### config.mk
export PLATFORM = sky130hd
export DESIGN_NAME = mem_slave_ctrl
export DESIGN_NICKNAME = d
export VERILOG_FILES = /design/src/rtl/mem_pkg.sv /design/src/rtl/mem_array.sv /design/src/rtl/mem_slave_ctrl.sv
export SDC_FILE = /design/constraint.sdc
export NUM_CORES = 1
export LEC_CHECK = 0
export CAP_MARGIN = 10
export CELL_PAD_IN_SITES_DETAIL_PLACEMENT = 0
export CELL_PAD_IN_SITES_GLOBAL_PLACEMENT = 1
export CORE_MARGIN = 4
export CORE_UTILIZATION = 45
export CTS_BUF_LIST = sky130_fd_sc_hd__clkbuf_8
export DETAILED_ROUTE_END_ITERATION = 16
export PLACE_DENSITY_LB_ADDON = 0.1
export SKIP_CTS_REPAIR_TIMING = 1
export SLEW_MARGIN = 20
export SYNTH_ARGS = -nofsm -noshare
export SYNTH_HDL_FRONTEND = slang
export SYNTH_SLANG_ARGS = --single-unit
### constraint.sdc
create_clock -name clk -period 2.8 [get_ports clk]
set_input_delay 0.56 -clock clk [delete_from_list [all_inputs] [get_ports clk]]
set_output_delay 0.56 -clock clk [all_outputs]
set_load 0.01 [all_outputs]
### src/rtl/mem_pkg.sv
// Shared types and default widths for the memory slave controller and its storage array.
package mem_pkg;

    localparam int unsigned ADDR_W = 4;
    localparam int unsigned DATA_W = 8;
    localparam int unsigned CNT_W  = 4;

    typedef enum logic [1:0] {
        IDLE,
        WAIT,
        ACK
    } state_e;

    // Command captured from the bus when a request is accepted
    typedef struct packed {
        logic              wr_rd;
        logic [ADDR_W-1:0] addr;
        logic [DATA_W-1:0] wdata;
    } mem_cmd_t;

endpackage

### src/rtl/mem_array.sv
// Word-addressed storage with synchronous write, registered read and synchronous clear.
module mem_array
    import mem_pkg::*;
#(
    parameter int unsigned ADDR_WIDTH = ADDR_W,
    parameter int unsigned WIDTH      = DATA_W,
    parameter int unsigned DEPTH      = 16
) (
    input  logic                  clk,
    input  logic                  res,
    input  logic                  we,
    input  logic                  re,
    input  logic [ADDR_WIDTH-1:0] addr,
    input  logic [WIDTH-1:0]      wdata,
    output logic [WIDTH-1:0]      rdata
);

    logic [WIDTH-1:0] mem [DEPTH];
    logic             hit;

    // Unimplemented words read as zero and silently drop writes
    assign hit = 32'(addr) < DEPTH;

    always_ff @(posedge clk) begin
        if (res) begin
            for (int i = 0; i < int'(DEPTH); i++) begin
                mem[i] <= '0;
            end
            rdata <= '0;
        end else begin
            if (we && hit) begin
                mem[addr] <= wdata;
            end
            if (re) begin
                rdata <= hit ? mem[addr] : '0;
            end
        end
    end

endmodule

### src/rtl/mem_slave_ctrl.sv
// Memory bus target: accepts one request at a time, inserts wait states, then acknowledges for one cycle.
module mem_slave_ctrl
    import mem_pkg::*;
#(
    parameter int unsigned ADDR_WIDTH  = ADDR_W,
    parameter int unsigned WIDTH       = DATA_W,
    parameter int unsigned DEPTH       = 16,
    parameter int unsigned WAIT_STATES = 2
) (
    input  logic                  clk,
    input  logic                  res,
    input  logic                  valid,
    input  logic                  wr_rd,
    input  logic [ADDR_WIDTH-1:0] addr,
    input  logic [WIDTH-1:0]      wdata,
    output logic                  ready,
    output logic [WIDTH-1:0]      rdata,
    output logic                  addr_err,
    output logic                  proto_err
);

    state_e           state_q, state_d;
    logic [CNT_W-1:0] cnt_q, cnt_d;
    mem_cmd_t         cmd_q, cmd_d;
    mem_cmd_t         exe_cmd;
    logic             exec;
    logic             ready_d;
    logic             addr_err_d;
    logic             proto_err_d;
    logic             mem_we;
    logic             mem_re;

    always_ff @(posedge clk) begin
        if (res) begin
            state_q   <= IDLE;
            cnt_q     <= '0;
            cmd_q     <= '0;
            ready     <= 1'b0;
            addr_err  <= 1'b0;
            proto_err <= 1'b0;
        end else begin
            state_q   <= state_d;
            cnt_q     <= cnt_d;
            cmd_q     <= cmd_d;
            ready     <= ready_d;
            addr_err  <= addr_err_d;
            proto_err <= proto_err_d;
        end
    end

    always_comb begin
        state_d     = state_q;
        cnt_d       = cnt_q;
        cmd_d       = cmd_q;
        exe_cmd     = cmd_q;
        exec        = 1'b0;
        ready_d     = 1'b0;
        addr_err_d  = 1'b0;
        mem_we      = 1'b0;
        mem_re      = 1'b0;
        // Master must hold valid for the whole wait period
        proto_err_d = proto_err || ((state_q == WAIT) && !valid);

        case (state_q)
            IDLE: begin
                if (valid) begin
                    cmd_d = '{wr_rd: wr_rd, addr: addr, wdata: wdata};
                    if (WAIT_STATES > 0) begin
                        cnt_d   = CNT_W'(WAIT_STATES - 1);
                        state_d = WAIT;
                    end else begin
                        exe_cmd = cmd_d;
                        exec    = 1'b1;
                        state_d = ACK;
                    end
                end
            end
            WAIT: begin
                if (cnt_q == '0) begin
                    exec    = 1'b1;
                    state_d = ACK;
                end else begin
                    cnt_d = cnt_q - CNT_W'(1);
                end
            end
            ACK: begin
                state_d = IDLE;
            end
            default: begin
                state_d = IDLE;
            end
        endcase

        if (exec) begin
            ready_d    = 1'b1;
            addr_err_d = !(32'(exe_cmd.addr) < DEPTH);
            mem_we     = exe_cmd.wr_rd && !addr_err_d;
            mem_re     = !exe_cmd.wr_rd;
        end
    end

    mem_array #(
        .ADDR_WIDTH(ADDR_WIDTH),
        .WIDTH     (WIDTH),
        .DEPTH     (DEPTH)
    ) u_mem_array (
        .clk  (clk),
        .res  (res),
        .we   (mem_we),
        .re   (mem_re),
        .addr (exe_cmd.addr),
        .wdata(exe_cmd.wdata),
        .rdata(rdata)
    );

endmodule

# Yosys cells after proc, flatten, opt, wreduce, memory -nomap -nowiden
# Memory sizes are Yosys's and may differ from the RTL's. A register that Yosys moved wholly into a read port is not among the register bits.
# Cells that the tools add are included.
word_totals:
  latchBits: 0
  rom_bits: 0
  mem_count: 1
  word_cells: 43
  out_inout_bits: 11
  ram_bits: 128
  reg_bits: 21
memory_table:
  columns: ["name", "depth", "width", "read_ports", "rd_clocked_by_memory_dff", "wr", "line_no", "text"]
  rows:
  - ["u_mem_array.mem", 16, 8, 1, 1, 16, "mem_array.sv:18", "logic [WIDTH-1:0] mem [DEPTH];"]
op_classes:
  shifts: 0
  mux: 19
  n_addsub: 1
  n_eq_ne: 4
  n_mul: 0
  n_div: 0
  bitwise: 0
  reduce_logical: 11
  n_lt_le_gt_ge: 0
op_table:
  columns: ["op", "count"]
  rows:
  - ["two-way mux 4 bit", 3]
  - ["two-way mux 1 bit", 11]
  - ["two-way mux 8 bit", 1]
  - ["case mux 4 bit (2 select lines)", 1]
  - ["OR reduction 8 bit", 1]
  - ["zero test 4 bit", 1]
  - ["two-way mux 2 bit", 2]
  - ["inequality test 2 bit (second input constant)", 2]
  - ["case mux 2 bit (2 select lines)", 1]
  - ["AND reduction 2 bit", 2]
  - ["subtractor 4 x 1 -> 4 bit (second input constant)", 1]
  - ["AND reduction 3 bit", 1]
  - ["equality test 2 x 1 -> 1 bit (second input constant)", 1]
  - ["zero test 1 bit", 2]
  - ["zero test 2 bit", 1]
  - ["inequality test 2 x 1 -> 1 bit (second input constant)", 1]
  - ["nonzero test 2 bit", 1]
  - ["logical AND 1 bit", 1]
  - ["logical OR 1 bit", 1]

# Logic depth before layout (Yosys ltp)
# Gate-level depths: netlist of the first run.
logic_depth:
  ltp_word: 9
  mapped_depth: 7

# Cells and area by module
# Synthesis of the first run repeated with hierarchy kept, for this count alone.
unflattened:
  hier_cells: 524
  area_unflattened_um2: 7181.9
modules_own_cells:
  columns: ["mod", "cells_each", "instances", "area_each_um2"]
  rows:
  - ["mem_array", 421, 1, 6322.3]
  - ["mem_slave_ctrl", 103, 1, 859.6]

# Least setup slack after synthesis of the first run
# No wires, ideal clock.
synth_path:
  kind: "register -> register"
  from: "register cnt_q[0]"
  to: "memory u_mem_array.mem[11][0] (netlist bit), enable pin"
  synth_period_minus_slack_ns: 2.520
  setup_time_ns: 0.387
  required_ns: 2.413
  path_stages_with_launch: 7
  arrival_ns: 2.133
  slack_ns: 0.280
  n_path_buf: 1
  path_cell_list: "dfxtp_1 -> inv_1 -> ha_1 -> nor3b_2 -> nand4_1 -> clkbuf_1 -> o31ai_1"
synth_lines:
  columns: ["element", "line_no", "text"]
  rows:
  - ["start, declared", "mem_slave_ctrl.sv:23", "logic [CNT_W-1:0] cnt_q, cnt_d;"]
  - ["start signal, assigned", "mem_slave_ctrl.sv:43", "cnt_q <= cnt_d;"]
  - ["end, declared", "mem_array.sv:18", null]

==> qor.yml, run 1 <==
sta:
  final_max_slew_viol_count: 0
  min_period_ns: 2.62
  hold_viol_final: 0
  hold_ws_ns: 0.456
  slew_headroom_pct: 42.6
  finalSetupViolCount: 0
  finClkSkew_ns: 0.00901
  max_slew.worst_pin.slew_ns: 0.860
  timing.fmax_mhz: 382
  rsz0062_at_grt: "no"
  setup_tns_ns: 0
  period_share_pct: 93.4
pwr:
  finalPower_uw: 4690
  cellLeakagePower_uw: 0.00257
  power_density_nw_per_um2: 564
  peakVddDrop_mv: 0.294
die:
  core_area_sq_um: 15900
  die_area_sq_um: 18300
  fp.dieW_um: 135
  dieHeight_um: 135
  initial_utilization_pct: 45.8
  io_pins: 27
  rows: 46
clock_network:
  clock_sinks: 157
  cts_htree_levels: 4
  clk_transition_reported_paths_ns: 0.08
  cts_buffer_depth: 2
  cts_tree: "done"
  clk_latency_ns: 0.45
  cts_root_buf: "clkbuf_8"
  numCtsBuffers: 17
routing:
  drc: 0
  vias: 4826
  drtAntennaViolNets: 0
  first_iter_violations: 456
  viasPerCell: 6.08
  drt_pass1_iterations: 5
  routed_wl_um: 18100
  avgRoutedWirePerCell_um: 22.9
grt:
  grt_pass1_wl_um: 28200
  first_global_vias: 4754
  grt.total_usage_pct: 20.8
  grt_remaining_overflow: 0
  grt_max_degree: 51
  antenna_found_initial: 0
final_layout:
  fin_area_sq_um: 8320
  finish.utilization_pct: 52.4
  drive_gt1_share_pct: 27.2
  antenna_cells: 0
  layout_commonest_cell: "edfxtp_1"
  layout_common_cells: "edfxtp_1 (128), nor4_1 (70), buf_4 (63)"
  area_growth_pct: 14.4
  num-nets-final: 584
  fillers: 1389
logic_synthesis:
  netlist_area_sq_um: 7270
  synth_seq_cells: 157
  synth_edf_count: 128
  yosysSeqAreaShare_pct: 60.8
  async_flop_share_pct: 0
  syn-instance-count: 528
  syn_area_per_cell_sq_um: 13.8
  yosys_most_used_dff: "edfxtp_1"
  synth_cell_type_count: 37
  synth_fp_nets: 545
  ys_warn_count: 0
critical_path:
  critPathKind: "reg2reg"
  worstPathArrival_ns: 2.77
  crit_required_ns: 2.96
  worstPathMaxFanout: 13
  reg2reg_setup_slack_ns: 0.18
  start_kind: "flop"
  cp-end-kind: "flop"
place:
  gp_congestion: 0.767
  detailed_place_hpwl_um: 11800
  place_area_sq_um: 8000
  io_buffers: 25
flow_run:
  max_cap_violations: 0
min_path:
  worstHoldPathType: "reg2reg"
outcome:
  status: "finished clean"
[report_power, final]
part	switching (uW)	leakage (uW)	internal [uW]	total, uW
clock	791	0.000169	663	1450
combinational	367	0.000841	222	589
sequential	48.8	0.00156	2600	2650
[critical path: stages, from the launching register on]
cell     delay [ns]
dfxtp_1        0.32
inv_1          0.09
ha_1           0.18
or3b_1         0.39
or4_2          0.79
o31ai_2        0.35
buf_4          0.21
[routing by layer]
metal	vias up	global-route usage [%]	share of wire, %
li1	2195	-	-
met1	2476	30.2	45
met2	136	32.6	48
met3	19	3.57	4.9
met4	0	5.77	1.3
met5	-	0	0
[registers in the layout, indices dropped and copies added (netlist names)]
signal and cells:
u_mem_array.mem 128, cmd_q 13, state_q 2, u_mem_array.rdata 8
proto_err 1, cnt_q 4, ready 1
[cells by family after synthesis]
logic type / count (synthesis) / share of synthesized area (%)
and+or+nand+nor: 184 / 16.6
DFF: 157 / 60.8
buffers and inverters: 83 / 4.90
AOI/OAI and AO/OA: 54 / 5.33
muxes: 48 / 12.1
adders and majority gates: 1 / 0.172
other: 1 / 0.0516
[metrics by stage]
step / cells / setup WS (ns)
2_1_floorplan: 528 / 0.280
3_3_place_gp: 764 / 0.0985
3_5_place_dp: 764 / 0.0883
4_1_cts: 794 / 0.182
5_1_grt: 794 / 0.0424
6_report: 794 / 0.185
[final cells by class]
cell class                 instances  area [sq um]  area share (%)
timing repair buffer              90           763            9.17
multi-input combinational        288          2500            30.0
clock inverter                    13          85.1            1.02
clock buffer                      17           234            2.81
sequential                       157          4430            53.2
tap                              216           270            3.25
inverter                          13          48.8           0.586
[synthesized netlist by cell type (3+ instances only)]
master	count	area [sq um]
buf_1	6	22.5
nand2b_1	4	25.0
o311ai_0	8	70.1
buf_6	4	45.0
nor3_1	35	175
nand2_1	29	109
o221ai_1	8	70.1
buf_2	9	45.0
nor2_1	3	11.3
a21oi_1	17	85.1
nor4_1	70	438
edfxtp_1	128	3840
dfxtp_1	29	581
mux2i_1	16	160
o21ai_0	6	30.0
clkbuf_1	50	188
or4_1	3	22.5
nor4_2	26	325
o31ai_1	8	60.1
o31ai_2	4	50.1
nand4_1	4	25.0
inv_1	12	45.0
mux4_2	32	721
[final timing paths]
path                               start                      to  cells after the start
worst min-delay path            cmd_q[1]                cmd_q[1]                      2
worst max register to register  cnt_q[0]  u_mem_array.mem[12][7]                      6
worst min register to register  cmd_q[1]                cmd_q[1]                      2
worst max-delay path            cnt_q[0]  u_mem_array.mem[12][7]                      6
No activity file was read; power rests on OpenSTA's default activity.
==> run 2, diff against run 1 <==
Settings changed: DONT_BUFFER_PORTS from default to 1, GPL_ROUTABILITY_DRIVEN from default to 0.
Clock period 2.8 ns to 2.32 ns, I/O delays scaled along.
==> qor.yml, run 2 (synthesized netlist as in run 1, its figures left out) <==
place:
  detailed_place_hpwl_um: 11900
  dp_worst_setup_slack_ns: -0.0339
  io_buffers: 0
  dp.cells: 734
routing:
  avgRoutedWirePerCell_um: 24.0
  drt_pass1_iterations: 6
  vias: 4782
  drc: 0
  viasPerCell: 6.20
  routed_wl_um: 18500
  drtAntennaViolNets: 0
  first_iter_violations: 372
final_layout:
  instances_no_fill: 771
  multi_input_area_sq_um: 2600
  num-nets-final: 559
  area_growth_pct: 14.8
  drive_gt1_share_pct: 30.5
  layout_commonest_cell: "edfxtp_1"
  regMostFlops: "u_mem_array.mem"
  reg.largest.list: "u_mem_array.mem (128), cmd_q (13), u_mem_array.rdata (8)"
  ff_latch_area_sq_um: 4430
  fillers: 1362
  largest_reg_flops: 128
  layout_common_cells: "edfxtp_1 (128), nor4_1 (65), buf_4 (56)"
  antenna_cells: 0
min_path:
  worstHoldPathType: "in2reg"
sta:
  max_slew.worst_pin.slew_ns: 0.928
  hold_ws_ns: 0.0688
  hold_viol_final: 0
  setup_tns_ns: 0
  timing.fmax_mhz: 441
  finalSetupViolCount: 0
  slew_headroom_pct: 38.1
  fin_ws_ns: 0.0499
  period_share_pct: 97.8
  min_period_ns: 2.27
  finClkSkew_ns: 0.00923
  final_max_slew_viol_count: 0
clock_network:
  numCtsBuffers: 17
  clock_sinks: 157
  cts_htree_levels: 4
  cts_buffer_depth: 2
  clk_transition_reported_paths_ns: 0.08
  clk_latency_ns: 0.45
  cts_tree: "done"
  cts_root_buf: "clkbuf_8"
pwr:
  power_density_nw_per_um2: 733
  cellLeakagePower_uw: 0.00258
  peakVddDrop_mv: 0.372
grt:
  grt_pass1_wl_um: 28300
  grt_remaining_overflow: 0
  grt_max_degree: 73
  grt.total_usage_pct: 20.7
  antenna_found_initial: 0
  first_global_vias: 4759
critical_path:
  crit_required_ns: 2.50
  worstPathArrival_ns: 2.45
  r2r-start: "cnt_q[1]"
  reg2reg_setup_slack_ns: 0.05
  setup.worst_path.start: "cnt_q[1]"
  worstRegToRegCells: 7
  critPathKind: "reg2reg"
  worstPathMaxFanout: 8
  start_kind: "flop"
  cp-end-kind: "flop"
  cp-endpoint: "u_mem_array.mem[14][0]"
  r2r-end: "u_mem_array.mem[14][0]"
flow_run:
  max_cap_violations: 0
die:
  dieHeight_um: 135
  fp.dieW_um: 135
  core_area_sq_um: 15900
  rows: 46
  initial_utilization_pct: 45.8
  io_pins: 27
  die_area_sq_um: 18300
outcome:
  status: "finished clean"
run 2: cell count changes in the layout (fill, tap and decap cells not counted), moves of 3 or more:
cell | before | now
clkdlybuf4s50_1 | 25 | 0
buf_4 | 63 | 56
nor4_1 | 70 | 65
buf_6 | 0 | 4
clkinv_1 | 6 | 2
o31ai_2 | 4 | 0
o31ai_4 | 0 | 4
bufinv_16 | 1 | 4
clkbuf_8 | 17 | 20
clkinv_2 | 5 | 2
nor4_4 | 0 | 3
run 2: metal layers:
layer  up-vias  routed length [um]  track usage (%)
li1       2146                   -                -
met1      2476                8150             28.9
met2       138                8990             32.4
met3        22                1080             4.79
met4         0                 298             7.05
met5         -                   0                0
run 2: final cells by class:
cell class / instances / area share, %
clock buffer: 20 / 3.30
multi-input combinational: 288 / 31.2
sequential: 157 / 53.0
tap: 216 / 3.24
inverter: 13 / 0.584
clock inverter: 12 / 1.87
timing repair buffer: 65 / 6.83
run 2: per-stage QoR:
stage	utilization, %	area (sq um)	total power (uW)
3_5_place_dp	49.0	7780	3940
4_1_cts	51.7	8210	6130
3_3_place_gp	49.0	7780	3930
5_1_grt	52.6	8350	6350
2_1_floorplan	-	7310	3680
6_report	52.6	8350	6120
run 2: power by group:
part	internal, uW	switching, uW	leakage (uW)	total [uW]
Sequential	3140	59.7	0.00156	3200
Clock	1240	970	0.000231	2210
Combinational	263	451	0.000789	714
run 2: how the worst min path moves through the flow:
stage	depth (start not counted)	slack, ns	startpoint	to
after floorplan	2	0.44	cmd_q[0]	cmd_q[0]
after global placement	2	0.44	cmd_q[7]	cmd_q[7]
after detailed placement	2	0.44	cmd_q[6]	cmd_q[6]
after CTS	1	0.03	res	cmd_q[9]
after global routing	1	0.04	res	cmd_q[9]
final	1	0.07	res	cmd_q[11]
run 2: critical path, cell delays in order, from the launching register on:
cell	delay (ns)
dfxtp_2	0.33
inv_1	0.05
ha_2	0.17
or3b_4	0.38
or4_4	0.44
buf_12	0.17
o31ai_4	0.28
buf_6	0.16
==> run 3, diff against run 2 <==
Settings changed: HOLD_SLACK_MARGIN from default to 0.06, SETUP_SLACK_MARGIN from default to 0.4, SKIP_CTS_REPAIR_TIMING 1 to default.
==> qor.yml, run 3 (synthesized netlist as in run 1, its figures left out) <==
clock_network:
  cts_buffer_depth: 2
  clk_transition_reported_paths_ns: 0.08
  cts_tree: "done"
  cts_htree_levels: 4
  cts_root_buf: "clkbuf_8"
  numCtsBuffers: 17
  clk_latency_ns: 0.46
  clock_sinks: 157
sta:
  hold_ws_ns: 0.0865
  min_period_ns: 2.23
  max_slew.worst_pin.slew_ns: 1.11
  hold_viol_final: 0
  fin_ws_ns: 0.0852
  finClkSkew_ns: 0.00678
  finalSetupViolCount: 0
  slew_headroom_pct: 26.1
  final_max_slew_viol_count: 0
  period_share_pct: 96.3
  rsz0062_at_grt: "yes"
  timing.fmax_mhz: 447
critical_path:
  worst-path-buf-inv: 3
  cp_slowest_stage_delay_ns: 0.44
  r2r-end: "u_mem_array.mem[8][5]"
  worstPathMaxFanout: 7
  r2r-start: "cnt_q[0]"
  path_cells: "inv_2 > ha_4 > or3b_4 > or4_4 > buf_12 > o31ai_4 > buf_6"
  crit_required_ns: 2.50
  cp-end-kind: "flop"
  reg2reg_setup_slack_ns: 0.09
  worstRegToRegCells: 7
  worstPathArrival_ns: 2.42
  cp_slowest_cell: "or4_4"
  start_kind: "flop"
  cp_top_family: "simple AND/OR/NAND/NOR gates"
  critPathKind: "reg2reg"
min_path:
  worstHoldStart: "res"
  worstHoldPathType: "in2reg"
  hold_path_end: "cmd_q[10]"
  min_path_cells: 1
routing:
  drt_pass1_iterations: 5
  routed_wl_um: 19800
  first_iter_violations: 503
  vias: 4914
  viasPerCell: 6.22
  drc: 0
  avgRoutedWirePerCell_um: 25.1
  drtAntennaViolNets: 0
die:
  dieHeight_um: 135
  fp.dieW_um: 135
  initial_utilization_pct: 45.8
  io_pins: 27
  core_area_sq_um: 15900
  die_area_sq_um: 18300
  rows: 46
final_layout:
  area_growth_pct: 28.9
  fin_area_sq_um: 9380
  num-nets-final: 578
  instances_no_fill: 790
  layout_common_cells: "edfxtp_1 (128), buf_4 (43), nor4_2 (41)"
  largest_reg_flops: 128
  drive_gt1_share_pct: 44.1
  antenna_cells: 0
  regMostFlops: "u_mem_array.mem"
  reg.largest.list: "u_mem_array.mem (128), cmd_q (13), u_mem_array.rdata (8)"
  layout_commonest_cell: "edfxtp_1"
place:
  io_buffers: 0
  dp.cells: 734
  detailed_place_hpwl_um: 12400
  place_area_sq_um: 7910
  dp_worst_setup_slack_ns: -0.0245
pwr:
  cellLeakagePower_uw: 0.00304
  power_density_nw_per_um2: 694
  finalPower_uw: 6510
  peakVddDrop_mv: 0.388
grt:
  grt_remaining_overflow: 0
  grt_max_degree: 40
  antenna_found_initial: 0
  grt.total_usage_pct: 22.5
  grt_pass1_wl_um: 30100
  first_global_vias: 4912
flow_run:
  max_cap_violations: 0
outcome:
  status: "finished clean"
run 3: cell count changes in the layout (fill, tap and decap cells not counted), sizes merged:
cell | previous run | this run
inv | 16 | 13
clkinv | 4 | 6
bufinv | 4 | 6
buf | 64 | 80
dlygate4sd3 | 0 | 1
clkbuf | 21 | 22
run 3: metrics by stage:
step | setup TNS, ns | utilization [%]
floorplan | 0 | -
global placement | -0.120 | 49.8
detailed placement | -0.192 | 49.8
CTS | 0 | 55.5
global route | 0 | 59.0
finish | 0 | 59.0
run 3: worst max-delay path by stage:
| stage | slack (ns) | to | depth (start not counted) | start |
|---|---|---|---|---|
| 2_1_floorplan | 0.07 | u_mem_array.mem[10][0] | 7 | cnt_q[0] |
| 3_3_place_gp | -0.02 | u_mem_array.mem[8][1] | 7 | cnt_q[1] |
| 3_5_place_dp | -0.02 | u_mem_array.mem[8][3] | 7 | cnt_q[1] |
| 4_1_cts | 0.09 | u_mem_array.mem[8][2] | 7 | cnt_q[0] |
| 5_1_grt | 0.04 | u_mem_array.mem[8][2] | 7 | cnt_q[0] |
| 6_report | 0.09 | u_mem_array.mem[8][5] | 7 | cnt_q[0] |
run 3: layer usage:
metal / vias to the layer above / wire length [um] / global-route usage [%]
li1: 2190 / - / -
met2: 184 / 9680 / 36.5
met3: 23 / 1170 / 4.64
met1: 2517 / 8640 / 31.5
met4: 0 / 346 / 5.54
met5: - / 0 / 0
run 3: layout make-up:
| type | instances | area, sq um |
|---|---|---|
| Fill cell | 1235 | 6510 |
| Sequential cell | 157 | 4430 |
| Multi-Input combinational cell | 288 | 3180 |
| Timing Repair Buffer | 84 | 961 |
| Tap cell | 216 | 270 |
| Clock buffer | 19 | 262 |
| Clock inverter | 13 | 220 |
| Inverter | 13 | 48.8 |
run 3: what timing repair did:
action / CTS / global route
pin swaps: 15 / 19
endpoints found under the hold margin: 17 / 0
hold buffers: 1 / 0
setup buffers: 16 / 1
setup endpoints to repair: 166 / 232
gates cloned: 3 / 3
resized for setup: 38 / 85
run 3: power by group:
| group | total [uW] | switching, uW | internal, uW |
|---|---|---|---|
| clock | 2450 | 1010 | 1440 |
| sequential | 3210 | 66.4 | 3140 |
| combinational | 851 | 528 | 324 |
| total | 6510 | 1610 | 4900 |
